$ cat config.mk
export PLATFORM = sky130hd
export DESIGN_NAME = pixel_write_queue
export DESIGN_NICKNAME = d
export VERILOG_FILES = /design/src/rtl/header.v /design/src/rtl/pixel_write_queue_pkg.sv /design/src/rtl/pixel_write_queue_mem.sv /design/src/rtl/pixel_write_queue.sv
export SDC_FILE = /design/constraint.sdc
export NUM_CORES = 1
export LEC_CHECK = 0
export CAP_MARGIN = 15
export CORE_MARGIN = 3
export CORE_UTILIZATION = 55
export DETAILED_ROUTE_END_ITERATION = 10
export GPL_TIMING_DRIVEN = 0
export PLACE_DENSITY = 0.75
export SLEW_MARGIN = 20
export SYNTH_ARGS = -nofsm -noshare
export SYNTH_HDL_FRONTEND = slang
export SYNTH_SLANG_ARGS = --single-unit
$ cat constraint.sdc
create_clock -name Clck -period 4 [get_ports Clck]
set_clock_uncertainty 0.15 [all_clocks]
set_input_delay 0.6 -clock Clck [delete_from_list [all_inputs] [get_ports Clck]]
set_output_delay 0.6 -clock Clck [all_outputs]
set_load 0.01 [all_outputs]
$ cat src/rtl/header.v
// ---------------------------------------------------------------------------
// header.v
// Screen geometry and pixel-entry widths shared by the pixel write queue and
// the code around it. Every define is guarded so this file and the copy in
// pixel_write_queue_pkg.sv can be read in either order without redefinition.
// ---------------------------------------------------------------------------
`ifndef SCR_WIDTH_BITS
`define SCR_WIDTH_BITS 8
`endif
`ifndef SCR_HEIGHT_BITS
`define SCR_HEIGHT_BITS 7
`endif
`ifndef COLOR_SIZE
`define COLOR_SIZE 3
`endif
`ifndef SCR_WIDTH
`define SCR_WIDTH 160
`endif
`ifndef SCR_HEIGHT
`define SCR_HEIGHT 120
`endif
`ifndef PIXEL_ENTRY_BITS
`define PIXEL_ENTRY_BITS (`SCR_WIDTH_BITS + `SCR_HEIGHT_BITS + `COLOR_SIZE)
`endif

$ cat src/rtl/pixel_write_queue_pkg.sv
// ---------------------------------------------------------------------------
// pixel_write_queue_pkg
// Shared types for the pixel write queue: drain FSM state, the packed pixel
// entry and an on-screen test used when clipping is built in.
// The geometry defines mirror header.v (same guarded values), so the package
// compiles whether or not header.v has already been read.
// ---------------------------------------------------------------------------
`ifndef SCR_WIDTH_BITS
`define SCR_WIDTH_BITS 8
`endif
`ifndef SCR_HEIGHT_BITS
`define SCR_HEIGHT_BITS 7
`endif
`ifndef COLOR_SIZE
`define COLOR_SIZE 3
`endif
`ifndef SCR_WIDTH
`define SCR_WIDTH 160
`endif
`ifndef SCR_HEIGHT
`define SCR_HEIGHT 120
`endif
`ifndef PIXEL_ENTRY_BITS
`define PIXEL_ENTRY_BITS (`SCR_WIDTH_BITS + `SCR_HEIGHT_BITS + `COLOR_SIZE)
`endif

package pixel_write_queue_pkg;

   localparam int X_W     = `SCR_WIDTH_BITS;
   localparam int Y_W     = `SCR_HEIGHT_BITS;
   localparam int C_W     = `COLOR_SIZE;
   localparam int ENTRY_W = `PIXEL_ENTRY_BITS;

   localparam int SCR_W_PIX = `SCR_WIDTH;
   localparam int SCR_H_PIX = `SCR_HEIGHT;

   localparam logic [X_W-1:0] X_LIMIT = X_W'(SCR_W_PIX);
   localparam logic [Y_W-1:0] Y_LIMIT = Y_W'(SCR_H_PIX);

   typedef enum logic {
      ST_IDLE = 1'b0,
      ST_PLOT = 1'b1
   } drain_state_e;

   // Field order matches the {x, y, colour} packing written to storage.
   typedef struct packed {
      logic [X_W-1:0] x;
      logic [Y_W-1:0] y;
      logic [C_W-1:0] c;
   } pixel_t;

   function automatic logic pixel_on_screen(input pixel_t p);
      return (p.x < X_LIMIT) && (p.y < Y_LIMIT);
   endfunction

endpackage

$ cat src/rtl/pixel_write_queue_mem.sv
// ---------------------------------------------------------------------------
// pixel_queue_mem
// Entry storage for the pixel write queue: DEPTH x WIDTH register array,
// synchronous write, asynchronous (combinational) read. No reset: stale
// contents are never observable because the owner tracks occupancy.
//
// Ports
//   clk_i    : clock, write occurs on rising edge
//   we_i     : write enable
//   waddr_i  : write address
//   wdata_i  : write data
//   raddr_i  : read address
//   rdata_o  : read data, combinational from raddr_i
// ---------------------------------------------------------------------------
module pixel_queue_mem
   import pixel_write_queue_pkg::*;
#(
   parameter int DEPTH = 8,
   parameter int WIDTH = ENTRY_W
) (
   input  logic                     clk_i,
   input  logic                     we_i,
   input  logic [$clog2(DEPTH)-1:0] waddr_i,
   input  logic [WIDTH-1:0]         wdata_i,
   input  logic [$clog2(DEPTH)-1:0] raddr_i,
   output logic [WIDTH-1:0]         rdata_o
);

   logic [WIDTH-1:0] mem_q [DEPTH];

   always_ff @(posedge clk_i) begin
      if (we_i) begin
         mem_q[waddr_i] <= wdata_i;
      end
   end

   assign rdata_o = mem_q[raddr_i];

endmodule

$ cat src/rtl/pixel_write_queue.sv
// ---------------------------------------------------------------------------
// pixel_write_queue
// Decouples an upstream painter from the VGA memory write port. Each rising
// edge of print_enable captures one {x, y, colour} pixel into a FIFO; a
// two-state drain FSM pops one entry per cycle whenever the queue is
// non-empty and vga_ready is high, presenting it with a one-cycle vga_plot
// strobe. A capture that finds the queue full (and no pop on that edge) is
// lost and sets the sticky overflow flag.
//
// Build option
//   PIXEL_CLIP_EN : when defined, captures outside the SCR_WIDTH x SCR_HEIGHT
//                   screen are dropped silently (not queued, no overflow).
//
// Ports
//   Clck         : clock, rising edge
//   Reset        : synchronous, active-high
//   paint_x_co   : painter x coordinate
//   paint_y_co   : painter y coordinate
//   color        : painter colour
//   print_enable : painter write level (one capture per high pulse)
//   vga_ready    : VGA write port can accept a write this cycle
//   vga_x/vga_y  : write address, held between pops
//   vga_colour   : write data, held between pops
//   vga_plot     : one-cycle write strobe per popped entry
//   full/empty   : queue occupancy flags
//   overflow     : sticky, a pixel was lost to a full queue
// ---------------------------------------------------------------------------
module pixel_write_queue
   import pixel_write_queue_pkg::*;
#(
   parameter int DEPTH = 8   // power of two, >= 2
) (
   input  logic                        Clck,
   input  logic                        Reset,
   input  logic [`SCR_WIDTH_BITS-1:0]  paint_x_co,
   input  logic [`SCR_HEIGHT_BITS-1:0] paint_y_co,
   input  logic [`COLOR_SIZE-1:0]      color,
   input  logic                        print_enable,
   input  logic                        vga_ready,
   output logic [`SCR_WIDTH_BITS-1:0]  vga_x,
   output logic [`SCR_HEIGHT_BITS-1:0] vga_y,
   output logic [`COLOR_SIZE-1:0]      vga_colour,
   output logic                        vga_plot,
   output logic                        full,
   output logic                        empty,
   output logic                        overflow
);

   localparam int AW = $clog2(DEPTH);
   localparam int CW = AW + 1;
   localparam logic [CW-1:0] DEPTH_C = CW'(DEPTH);

   // Previous-cycle print_enable for rising-edge capture.
   logic en_d;

   logic [AW-1:0] wptr_q,  wptr_d;
   logic [AW-1:0] rptr_q,  rptr_d;
   logic [CW-1:0] count_q, count_d;
   drain_state_e  state_q, state_d;
   pixel_t        out_q,   out_d;
   logic          ovf_q,   ovf_d;

   pixel_t             cap_pix;
   pixel_t             head_pix;
   logic [ENTRY_W-1:0] head_raw;
   logic               capture;
   logic               in_range;
   logic               pop;
   logic               push;

   assign cap_pix = '{x: paint_x_co, y: paint_y_co, c: color};
   assign capture = print_enable & ~en_d;

`ifdef PIXEL_CLIP_EN
   assign in_range = pixel_on_screen(cap_pix);
`else
   assign in_range = 1'b1;
`endif

   assign full  = (count_q == DEPTH_C);
   assign empty = (count_q == '0);

   // Drain FSM: PLOT for every cycle that pops, IDLE otherwise.
   always_comb begin
      state_d = ST_IDLE;
      if (!empty && vga_ready) begin
         state_d = ST_PLOT;
      end
   end

   assign pop = (state_d == ST_PLOT);

   // A full queue still accepts a capture when the same edge frees a slot.
   assign push = capture & in_range & (~full | pop);

   always_comb begin
      wptr_d  = wptr_q;
      rptr_d  = rptr_q;
      out_d   = out_q;
      count_d = count_q;
      ovf_d   = ovf_q | (capture & in_range & ~push);
      if (push) begin
         wptr_d = wptr_q + 1'b1;
      end
      if (pop) begin
         rptr_d = rptr_q + 1'b1;
         out_d  = head_pix;
      end
      // Simultaneous push and pop leave the count unchanged.
      unique case ({push, pop})
         2'b10:   count_d = count_q + 1'b1;
         2'b01:   count_d = count_q - 1'b1;
         default: count_d = count_q;
      endcase
   end

   always_ff @(posedge Clck) begin
      if (Reset) begin
         en_d    <= 1'b0;
         wptr_q  <= '0;
         rptr_q  <= '0;
         count_q <= '0;
         state_q <= ST_IDLE;
         out_q   <= '0;
         ovf_q   <= 1'b0;
      end else begin
         en_d    <= print_enable;
         wptr_q  <= wptr_d;
         rptr_q  <= rptr_d;
         count_q <= count_d;
         state_q <= state_d;
         out_q   <= out_d;
         ovf_q   <= ovf_d;
      end
   end

   pixel_queue_mem #(
      .DEPTH (DEPTH),
      .WIDTH (ENTRY_W)
   ) u_mem (
      .clk_i   (Clck),
      .we_i    (push),
      .waddr_i (wptr_q),
      .wdata_i (cap_pix),
      .raddr_i (rptr_q),
      .rdata_o (head_raw)
   );

   assign head_pix = pixel_t'(head_raw);

   assign vga_plot   = (state_q == ST_PLOT);
   assign vga_x      = out_q.x;
   assign vga_y      = out_q.y;
   assign vga_colour = out_q.c;
   assign overflow   = ovf_q;

endmodule

==> results.ini, run 1 <==
[outcome]
status=finished clean

[sta]
timing.fmax_ghz=0.309
period_needed_ns=3.24
whs_ns=0.347
worst_pin_slew_ns=0.772
rsz0062_at_grt=no
setup_violations=0
slew_violations=0
finalHoldViolations=0
fin_crit_sh_pct=81.0
setup_ws_ns=0.760
slew_headroom_pct=48.3

[clocking]
numCtsBuffers=17
cts.hold.buffers_added=0
root_buffer=clkbuf_16
clk_pin_slew_worst_paths_ns=0.06
cts_tree=done
post_cts_buffers=0
cts_buffer_depth=2
clk_latency_ns=0.42
ctsHtreeMaxLevel=4
cts.sinks=175
cts-resized-gates=0

[cells_and_area]
utilization_pct=68.3
final_nets=482
multi_input_comb_area_um2=1780
seqCellArea_um2=4940
area_growth_syn_to_layout_pct=20.5
mostFrequentLayoutCells=edfxtp_1 (144), clkdlybuf4s50_1 (42), mux4_2 (36)
diodes=0
final_common_cell=edfxtp_1
final_layout_size_suffix_gt1_share_pct=24.1
fillCellCount=789

[routing]
route.detailed.drc=0
wl_um=14100
drtIter0Drc=347
ant_nets=0
viasPerCell=5.90
drt-wirelength-per-cell_um=22.2
drt_pre_antenna_iters=5
num_vias=3754

[flow_run]
maxCapViolCount=0

[floorplanning]
die_w_um=118
core-area_um2=12100
ios=44
start_util_pct=56.7
num_rows=40
die_y_um=118
dieArea_um2=13800

[yosys]
yosysUniqueCellTypes=39
synth_edf_count=144
synth_nets=400
ys_ff_latch=175
synth_cells=373
synth_warnings=0
ys_seq_area_share_pct=72.3
yosys_most_used_dff=edfxtp_1
synth-async-reset-ratio_pct=0
avgSynthCellArea_um2=18.3
syn_area_um2=6840

[power]
combPwrFrac_pct=23.5
switching_power_mw=1.30
p_total_mw=4.91
p_leak_nw=2.68
swShare_pct=26.5
pwr-share-seq_pct=44.2
pwr-share-clk_pct=32.3
ir_drop_mv=0.322
intPower_mw=3.61
powerDensity_nw_per_um2=596

[worst_setup_path]
cp_data_required_time_ns=4.19
cp.arrival_ns=3.43
cpPeakStageDelay_ns=0.64
path_cells=clkdlybuf4s50_1, o41a_1, clkbuf_1, nand2_1, inv_1, ha_1, a21oi_1, nand2_1, or3_1, a41oi_1
criticalPathCategory=in -> reg
critPathLaunchType=primary input
path_common_cell=nand2_1
path_max_fanout=10
cpMaxStageDelayCell=clkdlybuf4s50_1
cp-end-kind=flop

[global_route]
grt_pass1_wl_um=22500
grt_pass1_vias=3909
antenna_found_initial=0
grt_usage_pct=22.0
overflow=0
grt_max_degree=19

[place]
gp_congestion=0.853
dp_slack_ns=0.370
post-dp-hpwl_um=9300
io_buffers=42

[min_path]
timing.hold.worst.class=reg -> reg

-- layout make-up --
class	instances	area share, %
sequential	175	60.0
multi-input combinational	169	21.6
tap	168	2.55
clock buffer	21	5.47
clock inverter	11	1.43
timing repair buffer	63	6.99
inverter	6	0.273
buffer	23	1.66
-- metal layers --
layer / up-vias / GRT usage, % / wire length (um)
li1: 1660 / - / -
met3: 29 / 6.58 / 905
met5: - / 0 / 0
met2: 142 / 34.0 / 7030
met1: 1923 / 29.6 / 5810
met4: 0 / 9.23 / 358
-- metrics by stage --
stage | cells | instance area, um2 | TNS [ns]
global route | 636 | 8240 | 0
detailed placement | 604 | 7670 | 0
CTS | 636 | 8240 | 0
finish | 636 | 8240 | 0
global placement | 583 | 7470 | -194.61
floorplan | 373 | 6840 | 0
-- power groups by stage --
stage,clock [mW],sequential (mW),combinational (mW)
6_report,1.58,2.17,1.15
4_1_cts,1.60,2.17,1.17
3_3_place_gp,0,2.21,1.12
3_5_place_dp,0,2.21,1.16
5_1_grt,1.68,2.18,1.26
2_1_floorplan,0,2.22,0.748
-- cells by family after synthesis --
family	count (synthesis)	share of synthesized area (%)
simple gates	61	4.21
fa+ha+maj	5	1.02
buf+inv	29	2.32
mux	57	15.0
flops	175	72.3
compound gates	40	4.41
xor+xnor	6	0.769
-- critical path, delay by kind of cell --
kind / cells / cell delay (ns)
buffers and inverters: 3 / 1.28
AOI/OAI and AO/OA: 3 / 0.58
and+or+nand+nor: 3 / 0.69
adders and majority gates: 1 / 0.26
-- worst paths after layout --
check	start	end	slack [ns]	cells past startpoint
setup / recovery	vga_ready	count_q[3]	0.76	10
hold / removal	overflow	overflow	0.35	2
setup reg to reg	count_q[0]	count_q[3]	1.18	9
hold reg to reg	overflow	overflow	0.35	2
-- sequential cells by signal, indices dropped and copies added, names as in the netlist --
| signal | flops |
|---|---|
| en_d | 1 |
| vga_colour | 3 |
| rptr_q | 3 |
| count_q | 4 |
| overflow | 1 |
| vga_plot | 1 |
| wptr_q | 3 |
| u_mem.mem_q | 144 |
| vga_x | 8 |
| vga_y | 7 |
-- cell usage after synthesis (5+ instances only) --
| master | count | area share, % |
|---|---|---|
| dfxtp_1 | 31 | 9.1 |
| a211oi_1 | 20 | 2.2 |
| nand2_1 | 7 | 0.38 |
| buf_6 | 5 | 0.82 |
| a21oi_1 | 5 | 0.37 |
| inv_1 | 6 | 0.33 |
| mux2i_1 | 19 | 2.8 |
| clkbuf_1 | 6 | 0.33 |
| nor2_1 | 31 | 1.7 |
| buf_2 | 9 | 0.66 |
| edfxtp_1 | 144 | 63 |
| mux4_2 | 36 | 12 |
Power figures use the tool's default switching activity.
==> inputs of run 2 (changes only) <==
CORE_UTILIZATION = 53   (was 55)
clock period = 2.6 ns   (was 4 ns; I/O delays follow)
==> run 2 against run 1 <==
Compared with the run above: largest cell class unchanged; critical path type is now reg -> reg; sequential cell count did not move; via count fell by 0.27%; cell area rose by 1.7%; highest routed layer unchanged; utilization fell by 0.26 points; clock power rose by 40%.
==> results.ini, run 2 (synthesis results as in run 1) <==
[routing]
ant_nets=0  ; unchanged
route.detailed.drc=0  ; unchanged
viasPerCell=5.90  ; -0.11%
drt-wirelength-per-cell_um=22.1  ; -0.33%
drt_pre_antenna_iters=5  ; unchanged
drtIter0Drc=322  ; -7.2%
wl_um=14000  ; -0.49%
num_vias=3744  ; -0.27%

[place]
place_area_um2=7710  ; +0.46%
dp_slack_ns=-0.885  ; -1.26 ns
dpl.cell_count=594  ; -1.7%
gp_congestion=0.851  ; -0.22%
io_buffers=42  ; unchanged
post-dp-hpwl_um=8740  ; -6.0%

[global_route]
grt_pass1_vias=3863  ; -1.2%
met3_usage_pct=4.71  ; -1.9 points
grt_usage_pct=21.3  ; -0.72 points
grt_util_met2_pct=33.9  ; -0.13 points
gr-usage-met1_pct=28.7  ; -0.83 points
grt_pass1_wl_um=22100  ; -1.6%
overflow=0  ; unchanged
grt.busiest_layer=met2
grt_max_degree=19  ; unchanged
antenna_found_initial=0  ; unchanged

[power]
ir_drop_mv=0.492  ; +53%
p_leak_nw=2.70  ; +0.83%
powerDensity_nw_per_um2=889  ; +49%

[clocking]
root_buffer=clkbuf_16
clk_latency_ns=0.42  ; about the same
cts_tree=done
cts_buffer_depth=2  ; unchanged
clk_pin_slew_worst_paths_ns=0.06  ; about the same
cts.sinks=175  ; unchanged
cts.hold.buffers_added=0  ; unchanged
ctsHtreeMaxLevel=4  ; unchanged
numCtsBuffers=17  ; unchanged

[cells_and_area]
fin_cells=635  ; -0.16%
final_layout_size_suffix_gt1_share_pct=25.3  ; +1.1 points
area_growth_syn_to_layout_pct=22.5
final_common_cell=edfxtp_1
diodes=0  ; unchanged
largest_reg_flops=144  ; unchanged
mostFrequentLayoutCells=edfxtp_1 (144), clkdlybuf4s50_1 (41), mux4_2 (36)
final_area_um2=8380  ; +1.7%
final_nets=481  ; -0.21%
utilization_pct=68.0  ; -0.26 points
top_register=u_mem.mem_q

[floorplanning]
ios=44  ; unchanged
die_w_um=120  ; +1.8%
start_util_pct=55.5  ; -1.2 points
num_rows=40  ; unchanged
die_y_um=120  ; +1.8%
core-area_um2=12300  ; +2.1%
dieArea_um2=14300  ; +3.6%

[worst_setup_path]
criticalPathCategory=reg -> reg
cp.arrival_ns=2.66  ; -0.77 ns
worstReg2RegStart=count_q[0]
rr_endpoint=count_q[3]
cp_data_required_time_ns=2.80  ; -1.39 ns
reg2regPathDepth=9  ; unchanged
critPathLaunchType=flop
rrSetupSlack_ns=0.14  ; -1.04 ns
cp-end-kind=flop
path_max_fanout=10  ; unchanged

[sta]
slew_violations=0  ; unchanged
setup_ws_ns=0.136  ; -0.624 ns
slew_headroom_pct=48.4  ; +0.081 points
finalHoldViolations=0  ; unchanged
timing.fmax_ghz=0.406
worst_pin_slew_ns=0.769  ; -0.00279 ns
tns_ns=0  ; unchanged
rsz0062_at_grt=no
period_needed_ns=2.46
setup_violations=0  ; unchanged
fin_crit_sh_pct=94.8

[min_path]
hold_end=vga_plot
timing.hold.worst.class=in -> reg
min-delay-start=vga_ready
min_path_cells=3  ; +1

[outcome]
status=finished clean

[flow_run]
maxCapViolCount=0  ; unchanged

==> run 2: worst max-delay path, stage by stage, from the launching register on <==
cell,delay [ns]
dfxtp_2,0.35
o41a_1,0.48
buf_8,0.19
nand2_1,0.11
inv_1,0.09
ha_4,0.24
a21oi_2,0.14
nand2_2,0.10
or3_1,0.38
a41oi_2,0.17
==> run 2: worst max path at each step <==
stage,end,from
2_1_floorplan,u_mem.mem_q[1][0],print_enable
3_3_place_gp,u_mem.mem_q[1][12],print_enable
3_5_place_dp,count_q[3],vga_ready
4_1_cts,count_q[3],count_q[2]
5_1_grt,count_q[3],count_q[0]
6_report,count_q[3],count_q[0]
==> run 2: what timing repair did <==
| action | in CTS | in global routing |
|---|---|---|
| pin swaps | 4 | 4 |
| gates resized for setup | 3 | 12 |
| buffers inserted | 3 | 6 |
| endpoints found under the setup margin | 33 | 29 |
==> run 2: report_power, final <==
group / switching (mW) / internal [mW] / leakage (nW)
sequential: 0.121 / 3.23 / 1.56
clock: 0.961 / 1.25 / 0.251
combinational: 0.926 / 0.955 / 0.889
==> run 2: cell type report <==
| class | instances | area, um2 |
|---|---|---|
| plain buffers | 23 | 149 |
| clock buffers | 23 | 468 |
| clock inverters | 9 | 42.5 |
| fillers | 811 | 3930 |
| inverters | 6 | 22.5 |
| multi-input cells | 169 | 1870 |
| flip-flops and latches | 175 | 4950 |
| well taps | 168 | 210 |
| repair buffers | 62 | 667 |
==> run 2: layer usage <==
layer  vias up  routed length (um)
li1       1655                   -
met1      1910                5790
met2       144                6960
met3        35                 918
met4         0                 371
met5         -                   0
==> run 2: per-stage QoR <==
stage | hold WS [ns] | power (mW)
floorplan | 0.339 | 4.57
global placement | 0.307 | 5.11
detailed placement | 0.318 | 5.20
CTS | 0.327 | 7.42
global route | 0.321 | 7.79
finish | 0.306 | 7.44
